`src/rtl/ssd_pkg.sv`:
```
`default_nettype none
// ============================================================================
// Module      : ssd_pkg
// Description : Shared types and glyph tables for the seven-segment scan
//               driver. Glyphs are 7-bit {g,f,e,d,c,b,a}, active-low.
// Revision    : 1.0 - initial release
// ============================================================================
package ssd_pkg;

    typedef enum logic {
        GLYPH_HEX  = 1'b0,
        GLYPH_NOTE = 1'b1
    } glyph_mode_e;

    localparam logic [6:0] SSD_BLANK = 7'h7F;
    localparam logic [6:0] SSD_DASH  = 7'h3F;

    // Standard hexadecimal digits 0..F
    localparam logic [6:0] HEX_GLYPHS [16] = '{
        7'h40, 7'h79, 7'h24, 7'h30, 7'h19, 7'h12, 7'h02, 7'h78,
        7'h00, 7'h10, 7'h08, 7'h03, 7'h46, 7'h21, 7'h06, 7'h0E
    };

    // Note names for codes 0..A: A, Bb, B, C, C#, D, Eb, F, F#, G, G#
    localparam logic [6:0] NOTE_GLYPHS [11] = '{
        7'h08, 7'h43, 7'h03, 7'h46, 7'h44, 7'h21,
        7'h06, 7'h0E, 7'h0C, 7'h02, 7'h00
    };

endpackage
`default_nettype wire

```
`src/rtl/ssd_glyph.sv`:
```
`default_nettype none
// ============================================================================
// Module      : ssd_glyph
// Description : Combinational nibble-to-glyph lookup for one digit.
//   i_nibble : 4-bit digit code
//   i_mode   : glyph set (hex or note name)
//   o_seg    : 7-bit segment pattern {g,f,e,d,c,b,a}, active-low
// Revision    : 1.0 - initial release
// ============================================================================
module ssd_glyph
    import ssd_pkg::*;
(
    input  logic [3:0]  i_nibble,
    input  glyph_mode_e i_mode,
    output logic [6:0]  o_seg
);

    always_comb begin
        o_seg = SSD_BLANK;
        if (i_mode == GLYPH_HEX) begin
            o_seg = HEX_GLYPHS[i_nibble];
        end else if (i_nibble <= 4'hA) begin
            o_seg = NOTE_GLYPHS[i_nibble];
        end else if (i_nibble == 4'hB) begin
            o_seg = SSD_DASH;
        end
        // note codes C..F stay blank
    end

endmodule
`default_nettype wire

```
`src/rtl/ssd_scan_driver.sv`:
```
`default_nettype none
// ============================================================================
// Module      : ssd_scan_driver
// Description : Time-multiplexed driver for an N-digit common-anode seven-
//               segment display. One digit per slot, all anodes off for the
//               first GUARD cycles of each slot, per-digit blank/blink, and a
//               valid/ready load port whose contents take effect at a frame
//               boundary.
//   clk_i / reset_i        : clock, asynchronous active-high reset
//   load_valid_i/ready_o   : load handshake; ready while pending buffer empty
//   mode_i, digits_i,
//   blank_i, blink_i, dp_i : display contents, captured on accept
//   ssd_o, dp_o, an_o      : registered, active-low pin drives
// Revision    : 1.0 - initial release
// ============================================================================
module ssd_scan_driver
    import ssd_pkg::*;
#(
    parameter int NUM_DIGITS   = 4,
    parameter int SCAN_DIV     = 1024,
    parameter int GUARD        = 16,
    parameter int BLINK_FRAMES = 256
)(
    input  logic                    clk_i,
    input  logic                    reset_i,
    input  logic                    load_valid_i,
    output logic                    load_ready_o,
    input  logic                    mode_i,
    input  logic [4*NUM_DIGITS-1:0] digits_i,
    input  logic [NUM_DIGITS-1:0]   blank_i,
    input  logic [NUM_DIGITS-1:0]   blink_i,
    input  logic [NUM_DIGITS-1:0]   dp_i,
    output logic [6:0]              ssd_o,
    output logic                    dp_o,
    output logic [NUM_DIGITS-1:0]   an_o
);

    localparam int c_idx_w   = (NUM_DIGITS > 1)   ? $clog2(NUM_DIGITS)   : 1;
    localparam int c_slot_w  = (SCAN_DIV > 1)     ? $clog2(SCAN_DIV)     : 1;
    localparam int c_frame_w = (BLINK_FRAMES > 1) ? $clog2(BLINK_FRAMES) : 1;

    localparam logic [c_slot_w-1:0]   c_slot_last  = c_slot_w'(SCAN_DIV - 1);
    localparam logic [c_slot_w-1:0]   c_guard      = c_slot_w'(GUARD);
    localparam logic [c_idx_w-1:0]    c_idx_last   = c_idx_w'(NUM_DIGITS - 1);
    localparam logic [c_frame_w-1:0]  c_frame_last = c_frame_w'(BLINK_FRAMES - 1);
    localparam logic [NUM_DIGITS-1:0] c_an_one     = NUM_DIGITS'(1);

    // pending buffer
    logic                    r_pend_full;
    logic [4*NUM_DIGITS-1:0] r_pend_digits;
    glyph_mode_e             r_pend_mode;
    logic [NUM_DIGITS-1:0]   r_pend_blank;
    logic [NUM_DIGITS-1:0]   r_pend_blink;
    logic [NUM_DIGITS-1:0]   r_pend_dp;

    // active (displayed) contents
    logic [4*NUM_DIGITS-1:0] r_act_digits;
    glyph_mode_e             r_act_mode;
    logic [NUM_DIGITS-1:0]   r_act_blank;
    logic [NUM_DIGITS-1:0]   r_act_blink;
    logic [NUM_DIGITS-1:0]   r_act_dp;

    // scan state
    logic [c_slot_w-1:0]     r_slot;
    logic [c_idx_w-1:0]      r_idx;
    logic [c_frame_w-1:0]    r_frame;
    logic                    r_blink_phase;

    // output registers
    logic [6:0]              r_ssd;
    logic                    r_dp;
    logic [NUM_DIGITS-1:0]   r_an;

    logic                    w_accept;
    logic                    w_boundary;
    logic                    w_visible;
    logic [3:0]              w_nibble;
    logic [6:0]              w_glyph;
    logic [NUM_DIGITS-1:0]   w_an_sel;

    assign w_accept   = load_valid_i & ~r_pend_full;
    assign w_boundary = (r_slot == c_slot_last) && (r_idx == c_idx_last);
    assign w_nibble   = r_act_digits[{r_idx, 2'b00} +: 4];
    assign w_an_sel   = ~(c_an_one << r_idx);
    assign w_visible  = (r_slot >= c_guard) && !r_act_blank[r_idx]
                        && !(r_act_blink[r_idx] && r_blink_phase);

    ssd_glyph u_glyph (
        .i_nibble (w_nibble),
        .i_mode   (r_act_mode),
        .o_seg    (w_glyph)
    );

    // Scan counters: slot within digit, digit index, frame count, blink phase
    always_ff @(posedge clk_i or posedge reset_i) begin
        if (reset_i) begin
            r_slot        <= '0;
            r_idx         <= '0;
            r_frame       <= '0;
            r_blink_phase <= 1'b0;
        end else begin
            if (r_slot == c_slot_last) begin
                r_slot <= '0;
                r_idx  <= (r_idx == c_idx_last) ? '0 : r_idx + 1'b1;
            end else begin
                r_slot <= r_slot + 1'b1;
            end
            if (w_boundary) begin
                if (r_frame == c_frame_last) begin
                    r_frame       <= '0;
                    r_blink_phase <= ~r_blink_phase;
                end else begin
                    r_frame <= r_frame + 1'b1;
                end
            end
        end
    end

    // Load path. Acceptance implies the pending buffer is empty, so a boundary
    // either drains pending or, if a load lands on it, takes the input direct.
    always_ff @(posedge clk_i or posedge reset_i) begin
        if (reset_i) begin
            r_pend_full   <= 1'b0;
            r_pend_digits <= '0;
            r_pend_mode   <= GLYPH_HEX;
            r_pend_blank  <= '0;
            r_pend_blink  <= '0;
            r_pend_dp     <= '0;
            r_act_digits  <= '0;
            r_act_mode    <= GLYPH_HEX;
            r_act_blank   <= '1;
            r_act_blink   <= '0;
            r_act_dp      <= '0;
        end else if (w_boundary && r_pend_full) begin
            r_act_digits <= r_pend_digits;
            r_act_mode   <= r_pend_mode;
            r_act_blank  <= r_pend_blank;
            r_act_blink  <= r_pend_blink;
            r_act_dp     <= r_pend_dp;
            r_pend_full  <= 1'b0;
        end else if (w_accept && w_boundary) begin
            r_act_digits <= digits_i;
            r_act_mode   <= glyph_mode_e'(mode_i);
            r_act_blank  <= blank_i;
            r_act_blink  <= blink_i;
            r_act_dp     <= dp_i;
        end else if (w_accept) begin
            r_pend_digits <= digits_i;
            r_pend_mode   <= glyph_mode_e'(mode_i);
            r_pend_blank  <= blank_i;
            r_pend_blink  <= blink_i;
            r_pend_dp     <= dp_i;
            r_pend_full   <= 1'b1;
        end
    end

    // Registered pin drives, one cycle behind the scan state
    always_ff @(posedge clk_i or posedge reset_i) begin
        if (reset_i) begin
            r_ssd <= SSD_BLANK;
            r_dp  <= 1'b1;
            r_an  <= '1;
        end else if (w_visible) begin
            r_ssd <= w_glyph;
            r_dp  <= ~r_act_dp[r_idx];
            r_an  <= w_an_sel;
        end else begin
            r_ssd <= SSD_BLANK;
            r_dp  <= 1'b1;
            r_an  <= '1;
        end
    end

    assign load_ready_o = ~r_pend_full;
    assign ssd_o        = r_ssd;
    assign dp_o         = r_dp;
    assign an_o         = r_an;

endmodule
`default_nettype wire

```
`config.mk`:
```
export PLATFORM = sky130hd
export DESIGN_NAME = ssd_scan_driver
export DESIGN_NICKNAME = d
export VERILOG_FILES = /design/src/rtl/ssd_pkg.sv /design/src/rtl/ssd_glyph.sv /design/src/rtl/ssd_scan_driver.sv
export SDC_FILE = /design/constraint.sdc
export NUM_CORES = 1
export LEC_CHECK = 0
export ABC_AREA = 1
export ABC_CLOCK_PERIOD_IN_PS = 3040
export CAP_MARGIN = 15
export CORE_MARGIN = 3
export CORE_UTILIZATION = 40
export CTS_BUF_LIST = sky130_fd_sc_hd__clkbuf_16
export DETAILED_ROUTE_END_ITERATION = 8
export GPL_TIMING_DRIVEN = 0
export HOLD_SLACK_MARGIN = 0.1
export PLACE_DENSITY = 0.62
export SYNTH_ARGS = -nofsm -noshare
export SYNTH_HDL_FRONTEND = slang
export SYNTH_SLANG_ARGS = --single-unit
```
`constraint.sdc`:
```
create_clock -name clk_i -period 3.04 [get_ports clk_i]
set_clock_uncertainty 0.1 [all_clocks]
set_input_delay 0.456 -clock clk_i [delete_from_list [all_inputs] [get_ports clk_i]]
set_output_delay 0.456 -clock clk_i [all_outputs]
set_load 0.02 [all_outputs]
```
==> summary.md <==
| Metric | Value |
|---|---|
| Final Power | `2.61 mW` |
| DR WL/cell | `12.5 µm` |
| Detail Placement HPWL | `7460 µm` |
| CTS Buffer Depth | `2` |
| Worst slew pin tran | `0.565 ns` |
| Hold buffer count at CTS | `0` |
| DRT Pass-1 Iters | `5` |
| Critical path peak fanout | `11` |
| Sum of negative setup slack | `0 ns` |
| Share of post-route cells with drive strength above 1 | `9.26%` |
| Hold path cells | `2` |
| Antenna viol nets, final | `0` |
| Gate Count Post-Synth | `619` |
| Sw Pwr | `555 µW` |
| Largest net degree at the start of global routing | `49` |
| Layout area overhead | `20.0%` |
| # diodes | `0` |
| Setup-failing EPs final | `0` |
| Setup Slack @ Placement | `0.626 ns` |
| Internal power | `2.06 mW` |
| Crit-path max cell delay | `0.40 ns` |
| Die Width | `115 µm` |
| Multiplexer share of the synthesized area | `0%` |
| Fin util | `49.7%` |
| Clk network pwr share | `44.9%` |
| Simple-gate share of the synthesized area | `27.2%` |
| Ports | `45` |
| Distinct cells, synth | `33` |
| Status | `complete, no violations` |
| Final hold violations | `0` |
| Switching share of total power | `21.2%` |
| Maxcap violations | `0` |
| Post-route cell area | `5750 µm²` |
| Port Buffers | `44` |
| Synth Register Bits | `92` |
| Max-slew violation count | `0` |
| Mean post-synth cell area | `7.74 µm²` |
| R2R Path Start | `r_idx[0]` |
| Power Density | `455 nW/µm²` |
| Row cnt | `39` |
| Leakage | `2.99 nW` |
| WL final | `10300 µm` |
| Syn_nets | `665` |
| Clk_lat worst skew | `0.35 ns` |
| Initial antenna violation count | `0` |
| Setup ws final | `0.591 ns` |
| Crit Path Category | `flip-flop to flip-flop` |
| Worst-case reg-to-reg path depth | `14` |
| Mapped Area | `4790 µm²` |
| TritonCTS buffer count | `9` |
| Worst hold path class | `flip-flop to flip-flop` |
| Hold_sp | `r_act_blank[3]` |
| Startpoint Class | `flip-flop` |
| Post-CTS setup buffers | `0` |
| Initial core utilization | `41.4%` |
| Synth Area in Adders | `3.66%` |
| Period utilization | `80.6%` |
| Crit path time final | `2.45 ns` |
| Total gr overflow | `0` |
| Combinational family with the most area after synthesis | `simple AND/OR/NAND/NOR gates` |
| Worst slew margin | `62.3%` |
| Critical path's slowest cell | `dfrtp_1` |
| Worst path cell trace | `clkbuf_2 -> inv_2 -> buf_2 -> nand2_1 -> nand3_1 -> nand2_1 -> inv_1 -> ha_1 -> nand3_1 -> nand2_1 -> nand2_1 -> nand2_1 -> nand2_1 -> nand3_1` |
| Core area | `11600 µm²` |
| Initial DRC count | `191` |
| Critical path arrival | `2.64 ns` |
| Logic pwr share | `5.8%` |
| GPL Wtd Cong | `0.897` |
| Fmax | `408 MHz` |
| CTS sink cnt | `92` |
| Data required, critical path | `3.23 ns` |
| Compound-Gate Fraction of Synth Area | `9.38%` |
| XOR/XNOR share of the synthesized area | `2.01%` |
| Vias | `4010` |
| Flop pwr share | `49.3%` |
| Synth warn | `0` |
| Sequential share of the synthesized area | `48.5%` |
| Max IR drop VDD | `0.325 mV` |
| Critical path capture point type | `flip-flop` |
| Nets@finish | `721` |
| Die area | `13300 µm²` |
| Critical Path Most Common Cell | `nand2_1` |
| Clock slew at reported path FFs | `0.06 ns` |
| RSZ-0062 raised after global routing | `false` |
| Post-CTS Resized | `0` |
| Die height | `115 µm` |
| CP startpoint | `r_idx[0]` |
| Drt via density | `4.87` |
| Vias in the first global route | `3973` |
| DRC errors left | `0` |
| Gr usage total | `17.1%` |
| Root buffer cell | `clkbuf_16` |
| H-Tree Depth | `3` |
| First-pass GRT wire length | `18200 µm` |
| Area after DPL | `5440 µm²` |
| CTS tree | `yes` |
==> state kept, by name (all words and copies together) (netlist names), 7 cells and up <==
register,cells
ssd_o,7
r_slot,10
r_act_digits,16
r_pend_digits,16
r_frame,8
==> synth_stat cells <==
cell type / number / area (µm²)
clkbuf_2: 1 / 5.00
inv_1: 65 / 244
nand3_1: 33 / 165
buf_8: 2 / 30.0
nor2_1: 22 / 82.6
nand2_1: 249 / 935
a31o_2: 1 / 8.76
a21oi_1: 7 / 35.0
clkinv_2: 1 / 5.00
nand3b_1: 1 / 7.51
clkbuf_1: 7 / 26.3
nand4_1: 5 / 31.3
buf_6: 6 / 67.6
nand2_4: 1 / 11.3
inv_4: 1 / 6.26
nor2_2: 2 / 12.5
nor3_1: 4 / 20.0
nand3_2: 1 / 10.0
buf_2: 8 / 40.0
o21ai_1: 39 / 195
o21bai_1: 1 / 7.51
ha_1: 14 / 175
xnor2_1: 4 / 35.0
dfrtp_1: 76 / 1900
buf_4: 1 / 7.51
nand2_2: 1 / 6.26
o22ai_1: 1 / 6.26
xor2_1: 7 / 61.3
inv_2: 4 / 15.0
o21ai_0: 36 / 180
dfstp_2: 16 / 420
nor2_8: 1 / 20.0
o21ai_4: 1 / 16.3
==> power groups by stage <==
stage | Combinational, mW | Clock [mW] | Sequential (mW)
6_report | 0.153 | 1.17 | 1.29
3_5_place_dp | 0.155 | 0 | 1.31
2_1_floorplan | 0.0834 | 0 | 1.31
4_1_cts | 0.157 | 1.21 | 1.29
3_3_place_gp | 0.146 | 0 | 1.31
5_1_grt | 0.178 | 1.25 | 1.29
==> stage by stage <==
| step | hold slack (ns) | cells |
|---|---|---|
| finish | 0.365 | 823 |
| global route | 0.388 | 823 |
| CTS | 0.369 | 823 |
| detailed placement | 0.358 | 807 |
| global placement | 0.360 | 806 |
| floorplan | 0.342 | 619 |
==> worst paths after layout <==
check / to / slack [ns]
worst max-delay path: ssd_o[3] / 0.59
worst min-delay path: r_act_blank[3] / 0.37
worst min register to register: r_act_blank[3] / 0.37
worst max register to register: ssd_o[3] / 0.59
min in group asynchronous: r_slot[0] / 0.42
max in group asynchronous: r_act_blank[3] / 1.74
==> critical path: cells and delay by family (launching register included) <==
kind	cells	cell delay, ns
buffers and inverters	4	0.76
and+or+nand+nor	9	0.90
adders and majority gates	1	0.21
DFF	1	0.40
==> placed cells by master, fill, tap and decap left out, drive strengths merged <==
master | Yosys | layout
xor2 | 7 | 7
o21ai | 76 | 76
a21oi | 7 | 7
o22ai | 1 | 1
xnor2 | 4 | 4
inv | 70 | 73
clkdlybuf4s50 | 0 | 44
bufinv | 0 | 2
nor3 | 4 | 4
clkinv | 1 | 3
nor2 | 25 | 25
o21bai | 1 | 1
a31o | 1 | 1
dfstp | 16 | 16
nand3b | 1 | 1
dfrtp | 76 | 76
nand2 | 251 | 251
clkbuf | 8 | 17
ha | 14 | 14
buf | 17 | 18
nand3 | 34 | 34
nand4 | 5 | 5
==> per-layer routing <==
metal	routed length, µm	track usage [%]	part of all wire (%)
met1	4800	22.6	47
met2	4830	27.7	47
met3	449	3.29	4.4
met4	205	7.51	2.0
met5	0	0	0
==> logic make-up after synthesis <==
logic type / count (synthesis)
fa+ha+maj: 14
buf+inv: 96
flops: 92
simple gates: 320
compound gates: 86
xor+xnor: 11
==> layout make-up <==
| type | instances | area (µm²) |
|---|---|---|
| plain buffers | 25 | 176 |
| clock buffers | 9 | 225 |
| clock inverters | 7 | 85.1 |
| fillers | 1128 | 5810 |
| inverters | 71 | 273 |
| multi-input cells | 431 | 2020 |
| flip-flops and latches | 92 | 2320 |
| well taps | 143 | 179 |
| repair buffers | 45 | 468 |
No activity file was read; power rests on OpenSTA's default activity.
